===== src/rtl/mips_regfile_wb_if.sv =====
// -----------------------------------------------------------------------------
// mips_regfile_wb_if
//   Bundle of write-back and decode-read signals for mips_regfile_wb.
//
//   Signals:
//     wr_en      RegWrite from control; write request this cycle
//     wr_addr    destination register (rd/rt after RegDst)
//     wr_data    write-back word from the MemToReg multiplexer
//     rd_addr1   read port 1 address (rs)
//     rd_addr2   read port 2 address (rt)
//     rd_data1   read port 1 data, combinational
//     rd_data2   read port 2 data, combinational
//     pend_valid a write is staged and not yet committed
//     wr_count   writes committed to the array since reset
//
//   Modports:
//     master  datapath side (drives the write and read addresses)
//     slave   register file side
// -----------------------------------------------------------------------------
interface mips_regfile_wb_if #(
  parameter int DW = 32,
  parameter int AW = 5
);
  logic          wr_en;
  logic [AW-1:0] wr_addr;
  logic [DW-1:0] wr_data;
  logic [AW-1:0] rd_addr1;
  logic [AW-1:0] rd_addr2;
  logic [DW-1:0] rd_data1;
  logic [DW-1:0] rd_data2;
  logic          pend_valid;
  logic [31:0]   wr_count;

  modport master (
    output wr_en, wr_addr, wr_data, rd_addr1, rd_addr2,
    input  rd_data1, rd_data2, pend_valid, wr_count
  );

  modport slave (
    input  wr_en, wr_addr, wr_data, rd_addr1, rd_addr2,
    output rd_data1, rd_data2, pend_valid, wr_count
  );
endinterface


===== src/rtl/mips_regfile_wb.sv =====
// -----------------------------------------------------------------------------
// mips_regfile_wb
//   Write-back register file for the single-issue MIPS datapath. The
//   write-back word is staged for one cycle in a pending-write register and
//   committed to a 32 x 32 register array on the following edge. Two
//   combinational read ports serve the decode stage; committed writes are
//   counted for debug.
//
//   Ports:
//     clk    rising-edge clock
//     rst_n  synchronous active-low reset
//     bus    mips_regfile_wb_if.slave (write request, read ports,
//            pend_valid, wr_count)
//
//   Build option:
//     MIPS_REGFILE_BYPASS_EN  when defined, a read hitting the nonzero
//       pending address returns the pending data, making a write visible one
//       cycle earlier. The current-cycle wr_data is never bypassed. When
//       undefined, reads see array contents only and the hazard logic must
//       insert the extra bubble.
// -----------------------------------------------------------------------------
module mips_regfile_wb #(
  parameter int NREGS = 32,
  parameter int DW    = 32
) (
  input  logic              clk,
  input  logic              rst_n,
  mips_regfile_wb_if.slave  bus
);

  localparam int AW = 5;

  logic [DW-1:0] regs [NREGS];

  logic          vld_p1;
  logic [AW-1:0] pend_addr_p1;
  logic [DW-1:0] pend_data_p1;
  logic [31:0]   wr_count_q;

  logic [DW-1:0] rd_data1_c;
  logic [DW-1:0] rd_data2_c;

  // Commit of the staged write happens before the new capture in the same
  // edge, so a pending write and a fresh write to the same register both
  // land in order and neither is lost.
  function automatic logic [31:0] count_inc(input logic [31:0] cnt);
    return cnt + 32'd1;
  endfunction

  // ---- p0 -> p1: capture write-back into the pending register; p1 -> array:
  // commit staged write ----
  always_ff @(posedge clk) begin
    if (!rst_n) begin
      for (int i = 0; i < NREGS; i++) begin
        regs[i] <= '0;
      end
      vld_p1       <= 1'b0;
      pend_addr_p1 <= '0;
      pend_data_p1 <= '0;
      wr_count_q   <= '0;
    end else begin
      if (vld_p1) begin
        regs[pend_addr_p1] <= pend_data_p1;
        wr_count_q         <= count_inc(wr_count_q);
      end
      // Writes to register 0 are dropped here so they never commit or count.
      vld_p1       <= bus.wr_en && (bus.wr_addr != '0);
      pend_addr_p1 <= bus.wr_addr;
      pend_data_p1 <= bus.wr_data;
    end
  end

  // ---- read ports (combinational) ----
  always_comb begin
    rd_data1_c = (bus.rd_addr1 == '0) ? '0 : regs[bus.rd_addr1];
    rd_data2_c = (bus.rd_addr2 == '0) ? '0 : regs[bus.rd_addr2];
`ifdef MIPS_REGFILE_BYPASS_EN
    // vld_p1 already implies a nonzero pending address.
    if (vld_p1 && (bus.rd_addr1 == pend_addr_p1)) begin
      rd_data1_c = pend_data_p1;
    end
    if (vld_p1 && (bus.rd_addr2 == pend_addr_p1)) begin
      rd_data2_c = pend_data_p1;
    end
`endif
  end

  assign bus.rd_data1   = rd_data1_c;
  assign bus.rd_data2   = rd_data2_c;
  assign bus.pend_valid = vld_p1;
  assign bus.wr_count   = wr_count_q;

endmodule


===== src/flat_wrapper.sv =====
// flat-port wrapper written by rule: the top's interface ports become plain ports
module mips_regfile_wb_flat 
#(
  parameter int NREGS = 32,
  parameter int DW    = 32
)
  (clk, rst_n, bus_wr_en, bus_wr_addr, bus_wr_data, bus_rd_addr1, bus_rd_addr2, bus_rd_data1, bus_rd_data2, bus_pend_valid, bus_wr_count);
  mips_regfile_wb_if #(.DW(DW)) bus_i ();
  input  logic clk;
  input  logic rst_n;
  input wire logic [$bits(bus_i.wr_en)-1:0] bus_wr_en;
  input wire logic [$bits(bus_i.wr_addr)-1:0] bus_wr_addr;
  input wire logic [$bits(bus_i.wr_data)-1:0] bus_wr_data;
  input wire logic [$bits(bus_i.rd_addr1)-1:0] bus_rd_addr1;
  input wire logic [$bits(bus_i.rd_addr2)-1:0] bus_rd_addr2;
  output wire logic [$bits(bus_i.rd_data1)-1:0] bus_rd_data1;
  output wire logic [$bits(bus_i.rd_data2)-1:0] bus_rd_data2;
  output wire logic [$bits(bus_i.pend_valid)-1:0] bus_pend_valid;
  output wire logic [$bits(bus_i.wr_count)-1:0] bus_wr_count;
  assign bus_i.wr_en = bus_wr_en;
  assign bus_i.wr_addr = bus_wr_addr;
  assign bus_i.wr_data = bus_wr_data;
  assign bus_i.rd_addr1 = bus_rd_addr1;
  assign bus_i.rd_addr2 = bus_rd_addr2;
  assign bus_rd_data1 = bus_i.rd_data1;
  assign bus_rd_data2 = bus_i.rd_data2;
  assign bus_pend_valid = bus_i.pend_valid;
  assign bus_wr_count = bus_i.wr_count;
  mips_regfile_wb #(.NREGS(NREGS), .DW(DW)) u_core (.clk(clk), .rst_n(rst_n), .bus(bus_i));
endmodule

===== config.mk =====
export PLATFORM = sky130hd
export DESIGN_NAME = mips_regfile_wb_flat
export DESIGN_NICKNAME = d
export VERILOG_FILES = /design/src/rtl/mips_regfile_wb_if.sv /design/src/rtl/mips_regfile_wb.sv /design/src/flat_wrapper.sv
export SDC_FILE = /design/constraint.sdc
export NUM_CORES = 2
export LEC_CHECK = 0
export BUFFER_PORTS_ARGS = -buffer_cell sky130_fd_sc_hd__buf_2
export CAP_MARGIN = 20
export CORE_MARGIN = 4
export CORE_UTILIZATION = 35
export DETAILED_ROUTE_END_ITERATION = 7
export GPL_TIMING_DRIVEN = 0
export PLACE_DENSITY = 0.62
export SYNTH_ARGS = -nofsm -noshare
export SYNTH_HDL_FRONTEND = slang
export SYNTH_SLANG_ARGS = --single-unit

===== constraint.sdc =====
create_clock -name clk -period 3.75 [get_ports clk]
set_clock_uncertainty 0.1 [all_clocks]
set_input_delay 0.375 -clock clk [delete_from_list [all_inputs] [get_ports clk]]
set_output_delay 0.375 -clock clk [all_outputs]
set_load 0.01 [all_outputs]

; Yosys cells after proc, flatten, opt, wreduce, memory -nomap -nowiden
; Memories as Yosys holds them, arrays and structs flattened.
; Cells that the tools add are included.
[word_totals]
romBits = 0
latch_bits = 0
memories = 1
reg_bits = 70
ramBits = 1024
output_inout_bits = 97
inputBits = 50
[classes]
order_cmp = 0
n_addsub = 1
muxes = 9
bitwise = 0
div_mod_pow = 0
n_eq_ne = 0
n_shift = 0
n_mul = 0
reduce_logical = 5
[mem_list]
columns = memory, words, word_bits, read_ports, rd_clocked_by_memory_dff, wr, line
row1 = u_core.regs, 32, 32, 2, 0, 32, mips_regfile_wb.sv:33  ; logic [DW-1:0] regs [NREGS];
[ops]
columns = op, n
row1 = two-way mux 32 bit, 3
row2 = "adder 32 x 1 -> 32 bit, second input constant", 1
row3 = OR reduction 32 bit, 1
row4 = zero test 5 bit, 2
row5 = two-way mux 1 bit, 5
row6 = two-way mux 5 bit, 1
row7 = nonzero test 5 bit, 1
row8 = logical AND 1 bit, 1

; Depth between registers and ports, before layout
[depth]
ltp_word = 5
ltp_mapped = 8

; Least setup slack after synthesis
; OpenSTA, ideal clock, no wires.
[synth_path]
path_type = reg-to-reg
from = register u_core.vld_p1 (netlist: u_core.bus.pend_valid)
to = memory u_core.regs[28][0] (enable)
path_stages_with_launch = 7
arrival_time_ns = 3.447
path_buffers = 3
required_time_ns = 3.184
setup_slack_ns = -0.263
period_less_slack_ns = 4.013
cell_sequence = dfxtp_1 -> buf_4 -> nand2_1 -> or3_1 -> buf_2 -> buf_6 -> o21ai_0
[synth_lines]
columns = element, line
row1 = "start, declared", mips_regfile_wb.sv:35  ; logic vld_p1;
row2 = "start signal, assigned", mips_regfile_wb.sv:67  ; vld_p1 <= bus.wr_en && (bus.wr_addr != '0);
row3 = "end, declared", mips_regfile_wb.sv:33

; Final worst setup path
[layout_path]
from = input port bus_rd_addr2[2]
to = output port bus_rd_data2[3]
[layout_via]
elab_chain_cells = 2
[layout_lines]
columns = element, line
row1 = "start, declared", flat_wrapper.sv:15  ; input wire logic [$bits(bus_i.rd_addr2)-1:0] bus_rd_addr2;
row2 = memory (32 x 32 bit) / zero test 5 bit (equally long branches), --
row3 = two-way mux 32 bit *, mips_regfile_wb.sv:76  ; rd_data2_c = (bus.rd_addr2 == '0) ? '0 : regs[bus.rd_addr2];
row4 = "end, declared", flat_wrapper.sv:17  ; output wire logic [$bits(bus_i.rd_data2)-1:0] bus_rd_data2;
; Every way passes the cells marked *; elsewhere a longest branch is shown, timed or not.

==> impl_metrics.json <==
{
  "outcome": "complete, but fails checks",
  "violations": "negative setup slack",
  "fin_crit_ps": 3919,
  "rrSetupSlack_ps": 40,
  "grt_usage": 0.2715,
  "die_w_um": 413.6,
  "cts.clk_slew.worst_paths_ps": 60,
  "async_flop_share": 0,
  "drt_pre_antenna_iters": 6,
  "grt_overflow": 0,
  "cts_setup_buffers": 0,
  "maxSlewViolCount": 0,
  "rr_worst_depth": 7,
  "placed_cell_area_sq_mm": 0.06259,
  "min_path_type": "input pin to flip-flop",
  "synth_seq_area_share": 0.5583,
  "synth_flop_cell": "edfxtp_1",
  "wl_um": 235900,
  "min_to": "u_core.pend_data_p1[19]$_SDFF_PN0_",
  "crit_type": "input pin to output port",
  "hpwl_um": 170500,
  "path_buf_inv": 4,
  "max_stage_delay_ps": 720,
  "routedWlPerCell_um": 35.91,
  "grt_max_degree": 21,
  "fmax_mhz": 255.2,
  "dieArea_sq_mm": 0.1711,
  "h-tree-depth": 3,
  "dp_worst_setup_slack_ps": -471.4,
  "final_util": 0.4123,
  "hold_viol_final": 0,
  "setup_viol_count_final": 18,
  "clk_latency_ps": 760,
  "ys_warn_count": 0,
  "num_rows": 148,
  "crit_path_top_delay_cell": "o21ai_0",
  "root_buffer": "clkbuf_16",
  "portBuffers": 137,
  "r2r_end": "u_core.regs[10][16]$_SDFFCE_PN0P_",
  "ir_drop_uv": 417.4,
  "ant_nets": 0,
  "setup-tns-final_ps": -1108,
  "syn_to_final_growth_pct": 16.81,
  "syn_inst": 3940,
  "maxSlewHeadroom": 0.1734,
  "met3_usage": 0.1021,
  "critPathLaunchType": "input pin",
  "use_met2": 0.4107,
  "netlist_top_cells_area": "edfxtp_1, mux4_2, and2_1, dfxtp_1, mux2i_1",
  "crit_family": "buffers and inverters",
  "synth_fp_nets": 3991,
  "powerDensity_mw_per_mm2": 436.2,
  "first_global_vias": 40040,
  "worstPathRequired_ps": 3270,
  "drt-initial-drc-count": 6918,
  "worstReg2RegStart": "u_core.bus.pend_valid$_SDFF_PN0_",
  "die_y_um": 413.6,
  "crit_fanout": 10,
  "critPathArrivalTime_ps": 3440,
  "nNetsFinal": 4343,
  "grtUsageMet1": 0.3305,
  "rsz0062_at_grt": "no",
  "cts_tree": "built",
  "fin_area_sq_mm": 0.06727,
  "maxCapViolCount": 0,
  "drcViolationCount": 0,
  "core_area_sq_mm": 0.1631,
  "synth_area_leader_cell": "edfxtp_1",
  "io_pins": 147,
  "cp_cell_sequence": "buf_4 > buf_2 > buf_2 > mux4_2 > o21ai_0 > a311oi_1 > buf_2",
  "synth_top_area_frac": 0.5340,
  "layout_setup_ws_ps": -169.0,
  "whs_path_depth": 3,
  "leakagePower_nw": 24.32,
  "start_util": 0.3530,
  "yosysUniqueCellTypes": 54,
  "antenna_found_initial": 21,
  "crit_top_cell": "buf_2",
  "ys_ff_latch": 1094,
  "cp-end-kind": "output port",
  "nFillCells": 14780,
  "via_per_inst": 6.218,
  "min_from": "bus_wr_data[19]",
  "fin_crit_sh": 1.045,
  "synth_edf_count": 1024,
  "grt_pass1_wl_um": 320300,
  "busiest_layer": "met2",
  "place_congestion": 0.9959,
  "clock-sinks": 1094,
  "power.total_mw": 29.34,
  "clk_path_buf_depth": 3,
  "cts_made_buffers": 115,
  "post_synth_instance_area_sq_mm": 0.05759,
  "vias": 40850,
  "tightestPinTransition_ps": 1240,
  "drive_gt1_frac": 0.2601,
  "syn_avg_cell_area_sq_um": 14.62
}
==> worst max-delay path by stage <==
stage,slack [ps],cells past startpoint,startpoint,end
after floorplan,-260,6,u_core.bus.pend_valid$_SDFF_PN0_,u_core.regs[28][0]$_SDFFCE_PN0P_
after global placement,-4230,6,rst_n,u_core.regs[4][8]$_SDFFCE_PN0P_
after detailed placement,-470,7,bus_rd_addr2[3],bus_rd_data2[31]
after CTS,0.4,8,bus_rd_addr1[0],bus_rd_data1[23]
after global routing,10,8,bus_rd_addr2[0],bus_rd_data2[10]
final,-170,7,bus_rd_addr2[2],bus_rd_data2[3]
==> worst register-to-register path, stage by stage, from the launching register on <==
cell and delay [ps]:
dfxtp_1 330, buf_4 280, nand4b_1 490, clkbuf_1 380, buf_16 230, nor2_1 900
clkbuf_1 650, and2_1 240
==> cell usage in the layout (no fill, tap or decap), drive strengths merged, types with 3 or more instances in the layout <==
cell type and instances:
mux4 448, dlygate4sd3 40, mux2 64, nand3b 3, or3 10, diode 5, nand2 105, nor2b 68
nand2b 5, bufinv 13, a311oi 64, a211oi 64, nand3 11, xnor2 4, a21oi 14, o21ai 122
buf 349, mux2i 132, o2111ai 45, and2 1064, nor2 54, and4 8, o31ai 7, nor4 3
clkbuf 424, clkinv 33, clkinvlp 4, xor2 9, a221oi 19, inv 13, nand4 11, dfxtp 70
or4 9, a22oi 64, edfxtp 1024
==> report_power, final <==
part	total (mW)	internal [mW]	switching [mW]
registers	13.8	13.6	0.206
clock network	12.0	6.89	5.14
logic	3.47	1.21	2.25
==> through the flow <==
step	hold slack (ps)	cells
floorplan	386.3	3940
global placement	361.8	6252
detailed placement	364.5	6304
CTS	234.9	6557
global route	282.1	6565
finish	256.9	6570
==> logic make-up (layout without fill, tap and decap cells) <==
| group | count (synthesis) | after routing | share of synthesized area |
|---|---|---|---|
| simple gates | 1358 | 1358 | 0.1421 |
| flops | 1094 | 1094 | 0.5583 |
| mux | 644 | 644 | 0.2107 |
| buf+inv | 428 | 878 | 0.03739 |
| compound gates | 402 | 402 | 0.04934 |
| xor+xnor | 13 | 13 | 0.001977 |
| fa+ha+maj | 1 | 1 | 0.0002172 |
| other cells | 0 | 5 | 0 |
==> flip-flops by register name (all words and copies together), names as in the netlist <==
name / flops
u_core.pend_data_p1: 32
u_core.bus.pend_valid: 1
u_core.bus.wr_count: 32
u_core.regs: 1024
u_core.pend_addr_p1: 5
==> repair_timing <==
| action | CTS | global route |
|---|---|---|
| setup endpoints to repair | 57 | 18 |
| hold buffers | 40 | 0 |
| gates resized for setup | 44 | 20 |
| endpoints found under the hold margin | 49 | 0 |
==> cell usage after synthesis (60+ instances only) <==
library cell and number:
o21ai_0 62, mux2_2 64, buf_2 65, nor2b_1 66, edfxtp_1 1024, clkbuf_1 257
a22oi_1 64, nand2_1 105, mux2i_1 132, mux4_2 448, dfxtp_1 70, a311oi_1 64
o21ai_1 60, a211oi_1 64, and2_1 1064
==> final cells by class <==
| cell class | instances | area (sq um) | share of cell area |
|---|---|---|---|
| Antenna cell | 5 | 12.51 | 0.0001860 |
| Multi-Input combinational cell | 2418 | 23860 | 0.3546 |
| Tap cell | 2175 | 2721 | 0.04046 |
| Buffer | 421 | 2167 | 0.03222 |
| Clock inverter | 58 | 658.1 | 0.009784 |
| Timing Repair Buffer | 237 | 2466 | 0.03666 |
| Inverter | 5 | 18.77 | 0.0002790 |
| Sequential cell | 1094 | 32150 | 0.4779 |
| Clock buffer | 157 | 3218 | 0.04784 |
==> per-layer routing <==
metal | up-vias | part of all wire
li1 | 15780 | -
met1 | 20920 | 0.35
met2 | 3347 | 0.44
met3 | 790 | 0.14
met4 | 8 | 0.069
met5 | - | 0.00025
Note: power is estimated with default switching activity, not from simulation.
